[src/rtl/div_pkg.sv]
// Shared types and sizing for the iterative divider.
package div_pkg;

  localparam int DIV_W     = 16;
  localparam int DIV_STEPS = 16;

  typedef enum logic [1:0] {
    IDLE = 2'd0,
    RUN  = 2'd1,
    FIN  = 2'd2
  } div_state_e;

  // Two's-complement negate when neg is set, pass through otherwise.
  function automatic logic [DIV_W-1:0] cond_neg(input logic [DIV_W-1:0] value,
                                                input logic             neg);
    cond_neg = neg ? (~value + {{(DIV_W-1){1'b0}}, 1'b1}) : value;
  endfunction

endpackage

[src/rtl/div_step.sv]
// One restoring-division step: shift in the next dividend bit, trial-subtract, select.
module div_step
  import div_pkg::*;
(
  input  logic [DIV_W:0]   rem_in,
  input  logic             dvnd_bit,
  input  logic [DIV_W-1:0] dvsr,
  output logic [DIV_W:0]   rem_out,
  output logic             q_bit
);

  logic [DIV_W:0] shifted;
  logic [DIV_W:0] trial;

  // A set top bit means the true shifted value exceeds 2^17, so the subtract
  // always succeeds and the wrapped 17-bit difference is still exact.
  always_comb begin
    shifted = {rem_in[DIV_W-1:0], dvnd_bit};
    trial   = shifted - {1'b0, dvsr};
    q_bit   = rem_in[DIV_W] | (shifted >= {1'b0, dvsr});
    rem_out = q_bit ? trial : shifted;
  end

endmodule

[src/rtl/div_unit.sv]
// Sequential 16-bit restoring divider, one quotient bit per cycle.
// Define DIV_SIGNED_EN to add the div_signed input and two's-complement mode.
module div_unit
  import div_pkg::*;
(
  input  logic             clk,
  input  logic             rst_n,
  input  logic             start,
  input  logic [DIV_W-1:0] dividend,
  input  logic [DIV_W-1:0] divisor,
`ifdef DIV_SIGNED_EN
  input  logic             div_signed,
`endif
  output logic             busy,
  output logic             done,
  output logic [DIV_W-1:0] quotient,
  output logic [DIV_W-1:0] remainder,
  output logic             div_zero
);

  localparam logic [4:0] LAST_STEP = 5'(DIV_STEPS - 1);
  localparam logic [4:0] FIX_STEP  = 5'(DIV_STEPS);

  div_state_e       state;
  logic [4:0]       step_cnt;
  logic [DIV_W:0]   rem;
  logic [DIV_W-1:0] q_work;
  logic [DIV_W-1:0] dvsr;

  logic [DIV_W:0]   rem_next;
  logic             q_bit;
  logic [DIV_W-1:0] q_next;

  logic [DIV_W-1:0] dvnd_mag;
  logic [DIV_W-1:0] dvsr_mag;
  logic             use_fixup;

`ifdef DIV_SIGNED_EN
  logic signed_op;
  logic neg_q;
  logic neg_r;

  always_comb begin
    dvnd_mag = cond_neg(dividend, div_signed & dividend[DIV_W-1]);
    dvsr_mag = cond_neg(divisor,  div_signed & divisor[DIV_W-1]);
  end

  assign use_fixup = signed_op;
`else
  assign dvnd_mag  = dividend;
  assign dvsr_mag  = divisor;
  assign use_fixup = 1'b0;
`endif

  div_step u_step (
    .rem_in   (rem),
    .dvnd_bit (q_work[DIV_W-1]),
    .dvsr     (dvsr),
    .rem_out  (rem_next),
    .q_bit    (q_bit)
  );

  assign q_next = {q_work[DIV_W-2:0], q_bit};
  assign busy   = (state == RUN);
  assign done   = (state == FIN);

  // q_work starts as the dividend and fills with quotient bits as it shifts out.
  always_ff @(posedge clk) begin
    if (!rst_n) begin
      state     <= IDLE;
      step_cnt  <= '0;
      rem       <= '0;
      q_work    <= '0;
      dvsr      <= '0;
      quotient  <= '0;
      remainder <= '0;
      div_zero  <= 1'b0;
`ifdef DIV_SIGNED_EN
      signed_op <= 1'b0;
      neg_q     <= 1'b0;
      neg_r     <= 1'b0;
`endif
    end else begin
      case (state)
        IDLE, FIN: begin
          state <= IDLE;
          if (start) begin
            step_cnt <= '0;
            rem      <= '0;
            q_work   <= dvnd_mag;
            dvsr     <= dvsr_mag;
            div_zero <= 1'b0;
`ifdef DIV_SIGNED_EN
            signed_op <= div_signed;
            neg_q     <= div_signed & (dividend[DIV_W-1] ^ divisor[DIV_W-1]);
            neg_r     <= div_signed & dividend[DIV_W-1];
`endif
            if (divisor == '0) begin
              state     <= FIN;
              quotient  <= '1;
              remainder <= dividend;
              div_zero  <= 1'b1;
            end else begin
              state <= RUN;
            end
          end
        end

        RUN: begin
          step_cnt <= step_cnt + 5'd1;
          if (step_cnt <= LAST_STEP) begin
            rem    <= rem_next;
            q_work <= q_next;
          end
          if (step_cnt == LAST_STEP && !use_fixup) begin
            state     <= FIN;
            quotient  <= q_next;
            remainder <= rem_next[DIV_W-1:0];
          end
`ifdef DIV_SIGNED_EN
          // Extra cycle restores signs on the magnitude results.
          if (step_cnt == FIX_STEP) begin
            state     <= FIN;
            quotient  <= cond_neg(q_work, neg_q);
            remainder <= cond_neg(rem[DIV_W-1:0], neg_r);
          end
`endif
        end

        default: state <= IDLE;
      endcase
    end
  end

endmodule

[config.mk]
export PLATFORM = sky130hd
export DESIGN_NAME = div_unit
export DESIGN_NICKNAME = d
export VERILOG_FILES = /design/src/rtl/div_pkg.sv /design/src/rtl/div_step.sv /design/src/rtl/div_unit.sv
export SDC_FILE = /design/constraint.sdc
export NUM_CORES = 1
export LEC_CHECK = 0
export BUFFER_PORTS_ARGS = -buffer_cell sky130_fd_sc_hd__buf_2
export CELL_PAD_IN_SITES_DETAIL_PLACEMENT = 1
export CELL_PAD_IN_SITES_GLOBAL_PLACEMENT = 1
export CORE_MARGIN = 2
export CORE_UTILIZATION = 42
export CTS_BUF_LIST = sky130_fd_sc_hd__clkbuf_16
export DETAILED_ROUTE_END_ITERATION = 12
export GPL_TIMING_DRIVEN = 0
export PLACE_DENSITY_LB_ADDON = 0.1
export SYNTH_ARGS = -nofsm -noshare
export SYNTH_HDL_FRONTEND = slang
export SYNTH_SLANG_ARGS = --single-unit
[constraint.sdc]
create_clock -name clk -period 2.9 [get_ports clk]
set_input_delay 0.435 -clock clk [delete_from_list [all_inputs] [get_ports clk]]
set_output_delay 0.435 -clock clk [all_outputs]
set_load 0.05 [all_outputs]
## Word-level counts from Yosys, hierarchy flattened

Index checks and enable logic that the tools add are counted.
W data, S select, Z words.

- Word-level logic and storage cells: 50
- Bits in writable memories: 0
- Memory bits (read-only): 0
- Flip-flop bits (word level): 89
- Bits in latches: 0
- Memories kept: 0
- Output and inout bits: 35
- Bits of input ports: 35

- Shifts and indexed selects: 0
- Bitwise gates (word level): 1
- Divide/modulo/power cells: 0
- Add/subtract/negate cells: 2
- Multipliers: 0
- $lt $le $gt $ge: 2
- Muxes and demuxes: 22
- Reduce and logical (&&, ||, !) cells: 8
- Eq/ne operators: 7

Operators by type and width:

| kind | number |
|---|---|
| $mux W16 | 8 |
| $pmux W16 S2 | 3 |
| $mux W17 | 3 |
| $pmux W17 S2 | 1 |
| $ge A17 B16 Y1 | 1 |
| $sub A17 B16 Y17 | 1 |
| $logic_not A16 Y1 | 1 |
| $pmux W5 S2 | 1 |
| $mux W2 | 3 |
| $add A5 B1 Y5 const B | 1 |
| $eq A5 B4 Y1 const B | 1 |
| $le A5 B4 Y1 const B | 1 |
| $mux W5 | 1 |
| $ne A2 B1 Y1 const B | 2 |
| $ne A2 B2 Y1 const B | 2 |
| $pmux W2 S2 | 1 |
| $reduce_and A2 Y1 | 2 |
| $reduce_and A4 Y1 | 1 |
| $reduce_and A3 Y1 | 1 |
| $eq A2 B1 Y1 const B | 1 |
| $eq A2 B2 Y1 const B | 1 |
| $logic_not A2 Y1 | 1 |
| $reduce_bool A2 Y1 | 1 |
| $reduce_or A2 Y1 | 1 |
| other kinds (2) | 2 |

## Longest topological paths before layout

- Depth in word-level cells: 5
- Mapped depth: 12
- Mapped depth without buffers: 12

## Modules after synthesis

Synthesis repeated with hierarchy kept, for this count alone.

- Cell total of the unflattened synthesis: 574
- Area total of the unflattened synthesis: 4934.7 sq um

By module, submodules not included:

| module | area each (sq um) | seq. area each (sq um) | cells each | instances |
|---|---|---|---|---|
| div_unit | 3652.3 | 1781.7 | 400 | 1 |
| div_step | 1282.5 | 0.0 | 174 | 1 |

## Worst setup path before layout

No wires, ideal clock.

- Path kind: reg2reg
- Start: register dvsr[14]
- End: register remainder[6]
- Clock period less this slack: 2571 ps
- Path slack: 329 ps
- Cell stages (with the launch flop): 13
- Setup time: 116 ps
- Data required time: 2784 ps
- Buffers on the path: 2
- Data arrival time: 2455 ps
- Cells stage by stage: dfxtp_1 inv_1 ha_1 a21o_1 a2111oi_4 o41a_1 a21boi_2 a21bo_1 buf_6 buf_12 mux2i_1 a21oi_1 a31o_1

- Longest elaborated chain between the ends: 5

Ends and longest elaborated chain:

| what | RTL line | source |
|---|---|---|
| from (decl) | div_unit.sv:28 | `logic [DIV_W-1:0] dvsr;` |
| from (signal assigned) | div_unit.sv:91 | `dvsr <= dvsr_mag;` |
| $ge A17 B16 Y1 | div_step.sv:20 | `q_bit = rem_in[DIV_W] \| (shifted >= {1'b0, dvsr});` |
| $or A1 B1 Y1 | div_step.sv:20 |  |
| $mux W17 | div_step.sv:21 | `rem_out = q_bit ? trial : shifted;` |
| $mux W16 | div_unit.sv:115 | `if (step_cnt == LAST_STEP && !use_fixup) begin` |
| $pmux W16 S2 | div_unit.sv:84 | `case (state)` |
| to (signal assigned) | div_unit.sv:101 | `remainder <= dividend;` |
| to (signal assigned) | div_unit.sv:118 | `remainder <= rem_next[DIV_W-1:0];` |
| to (decl) | div_unit.sv:17 | `output logic [DIV_W-1:0] remainder,` |

Every way passes these cells. The select of a mux whose other input is x is not followed.
A chain may end at the register's enable or synchronous reset.

## Final worst setup path

- Start: register dvsr[14]
- End: register remainder[2]

Same word-level chain as after synthesis.

==> reports/metrics.yaml <==
setup_path:
  critPathBufInv: 3
  worstPathRequired_ns: 3.10
  crit_end: "remainder[2]$_SDFFE_PN0P_"
  r2r_slack_ns: 0.10
  slowest_stage: "dfxtp_1"
  max_stage_delay_ns: 0.34
  reg2reg_to: "remainder[2]$_SDFFE_PN0P_"
  cp_max_fo: 10
  critical_path_arrival_ns: 3.00
  cp_num_cells: 12
  cp-start-kind: "flip-flop"
  critPathKind: "flip-flop to flip-flop"
  cpLargestDelayFamily: "compound AO/OA/AOI/OAI gates"
  reg2regPathDepth: 12
  rr_startpoint: "dvsr[14]$_SDFFE_PN0P_"
  worstSetupEndpointType: "flip-flop"
  crit_start: "dvsr[14]$_SDFFE_PN0P_"
  crit_chain: "inv_1 -> ha_4 -> a21o_1 -> a2111oi_4 -> o41a_1 -> a21boi_4 -> a21bo_1 -> buf_6 -> buf_12 -> mux2i_2 -> o21a_1 -> a21oi_1"
clocking:
  cts.sinks: 89
  cts.htree.levels: 3
  ctsHoldBuffers: 0
  cts_made_buffers: 9
  clk_latency_ns: 0.35
  cts.root.buffer_cell: "clkbuf_16"
  path_clk_slew_ns: 0.06
  cts_tree: "built"
  clock_tree.buffer_depth: 2
placement:
  numPlacedInstances: 786
  portBuffers: 69
  hpwlAfterDp_um: 12090
  place_congestion: 0.8733
power:
  finalPower_mw: 4.749
  p_leak_nw: 2.430
  pwr_density_cell_nw_per_um2: 844.5
  ir_drop_mv: 0.3862
final_layout:
  fin_nets: 713
  fillCellCount: 1347
  n_antenna_cell: 0
  final_cell_mix: "nand2_1 (94), dfxtp_1 (87), buf_2 (70)"
  instances_no_fill: 804
  drive_above_1_share_pct: 16.57
  areaGrowthSynthToFinish_pct: 20.10
  post-route-util_pct: 51.87
  final_common_cell: "nand2_1"
routing:
  first_iter_violations: 223
  wl_met2_um: 7856
  dr.pass1.iters: 5
  drc: 0
  wl_per_cell_um: 19.39
  wirelength_um: 15590
  via_per_inst: 5.710
  top_layer_used: "met4"
  via_count: 4591
  ant_nets: 0
  wl_met1_um: 6690
  dr_wl_met3_um: 578
sta:
  period_minus_slack_ns: 2.800
  relSlewSlack_pct: 57.90
  final-hold-violation-count: 0
  worst_pin_slew_ns: 0.6316
  fin_skew_ns: 0.006825
  setup_violations: 0
  rsz0062_at_grt: "false"
  drv_slew: 0
  finalCritPeriodShare_pct: 96.55
  fmax_ghz: 0.3571
die:
  die_x_um: 109.6
  core_um2: 10840
  pin_count: 70
  rows: 38
  initial_core_util_pct: 43.19
  dieArea_um2: 12010
  die_h_um: 109.6
synthesis:
  synthTopCellsByArea: "dfxtp_1 (38%), nand2_1 (7.5%), ha_1 (4.8%)"
  synth_edf_count: 0
  seq_area_frac_synth_pct: 38.05
  async_flop_share_pct: 0
  ys.flop_type: "dfxtp_1"
  ys_seq_elements: 89
  syn_area_um2: 4682
  syn-num-nets: 631
  yosys_warnings: 0
  yosys.area.top_type: "dfxtp_1"
  synth_top_cell_area_share_pct: 38.05
  synth_area_per_cell_um2: 8.114
  ys_types: 55
  synthCells: 577
hold_path:
  hold_path.class: "input port to flip-flop"
grt:
  grt_first_pass_wirelength_um: 24090
  overflow: 0
  grtUsageTotal_pct: 26.67
  antenna_found_initial: 0
  grt_max_degree: 14
  grt_pass1_vias: 4635
job:
  cap_violations: 0
status:
  status: "finished, final reports clean"
==> cell usage after synthesis (2+ instances only) <==
| cell | n |
|---|---|
| a21o_1 | 6 |
| a21oi_1 | 28 |
| xnor2_1 | 6 |
| a211oi_1 | 5 |
| nand2_1 | 94 |
| nor4_1 | 4 |
| o211a_1 | 15 |
| nand2b_1 | 5 |
| and3_1 | 5 |
| a21boi_1 | 2 |
| mux2i_1 | 10 |
| o211ai_1 | 13 |
| ha_1 | 18 |
| and4_1 | 2 |
| a31o_1 | 7 |
| a31oi_1 | 6 |
| dfxtp_1 | 89 |
| nor3b_1 | 16 |
| nand4_1 | 3 |
| xor2_1 | 6 |
| a32oi_1 | 2 |
| a21boi_0 | 19 |
| a41oi_1 | 3 |
| o31ai_1 | 4 |
| o21ai_1 | 10 |
| nor3_1 | 18 |
| buf_1 | 5 |
| nor2_1 | 43 |
| clkbuf_1 | 27 |
| nor2b_1 | 6 |
| nand3_1 | 24 |
| buf_2 | 2 |
| o311ai_1 | 2 |
| and2_1 | 8 |
| o21a_1 | 6 |
| o21ai_0 | 13 |
| inv_1 | 25 |
| or3_1 | 3 |
==> timing repair <==
item	CTS	global route
endpoints found under the hold margin	0	0
pin swaps	0	4
setup endpoints to repair	13	42
buffers inserted	1	1
resized for setup	5	20
==> metrics by stage <==
| stage | hold slack (ns) | instance area, µm² | setup TNS (ns) | worst slack (ns) |
|---|---|---|---|---|
| finish | 0.3490 | 5623 | 0 | 0.1000 |
| global route | 0.3552 | 5623 | 0 | 0.0005060 |
| CTS | 0.3450 | 5490 | -0.02700 | -0.01133 |
| floorplan | 0.4400 | 4682 | 0 | 0.3293 |
| global placement | 0.4543 | 5202 | -0.1357 | -0.05334 |
| detailed placement | 0.4624 | 5202 | -0.7911 | -0.1443 |
==> worst min-delay path: cells and delay by family <==
family	cells	cell delay (ns)
buffers and inverters	1	0.10
AO/OA/AOI/OAI	1	0.06
AND/OR/NAND/NOR	1	0.04
==> where the power goes <==
part / internal, mW / switching [mW]
Clock: 0.565 / 0.480
Combinational: 0.997 / 1.28
Sequential: 1.32 / 0.105
Total: 2.88 / 1.87
==> sequential cells by signal (all words and copies together) (netlist names) <==
name	cells
div_zero	1
dvsr	16
q_work	16
quotient	16
rem	17
remainder	16
state	2
step_cnt	5
==> cell families (layout without fill, tap and decap cells) <==
logic type,count (synthesis),in the layout,share of synthesized area (%)
adder cells (fa/ha/maj),19,19,5.238
AO/OA/AOI/OAI,151,151,23.20
buffers and inverters,62,149,5.612
XOR/XNOR,12,12,2.245
multiplexers,11,11,2.378
AND/OR/NAND/NOR,233,233,23.28
flip-flops,89,89,38.05
==> worst min path at each step <==
stage / start / slack, ns / cells past startpoint / end
after floorplan: rem[11]$_SDFFE_PN0P_ / 0.44 / 2 / rem[11]$_SDFFE_PN0P_
after global placement: dvsr[4]$_SDFFE_PN0P_ / 0.45 / 2 / dvsr[4]$_SDFFE_PN0P_
after detailed placement: remainder[7]$_SDFFE_PN0P_ / 0.46 / 1 / remainder[7]$_SDFFE_PN0P_
after CTS: divisor[10] / 0.35 / 3 / dvsr[10]$_SDFFE_PN0P_
after global routing: divisor[1] / 0.36 / 3 / dvsr[1]$_SDFFE_PN0P_
final: divisor[10] / 0.35 / 3 / dvsr[10]$_SDFFE_PN0P_
==> final cells by class <==
| type | instances | area, µm² | share of cell area [%] |
|---|---|---|---|
| Buffer | 37 | 171.4 | 3.049 |
| Clock buffer | 9 | 225.2 | 4.005 |
| Clock inverter | 7 | 31.28 | 0.5563 |
| Inverter | 25 | 93.84 | 1.669 |
| Multi-Input combinational cell | 426 | 2781 | 49.47 |
| Sequential cell | 89 | 1784 | 31.73 |
| Tap cell | 140 | 175.2 | 3.115 |
| Timing Repair Buffer | 71 | 360.3 | 6.409 |
==> metal layers <==
metal / vias to the layer above / GRT usage (%)
met2: 107 / 46.43
li1: 2212 / -
met3: 27 / 3.557
met4: 0 / 12.21
met5: - / 0
met1: 2245 / 32.57
Note: power is estimated with default switching activity, not from simulation.
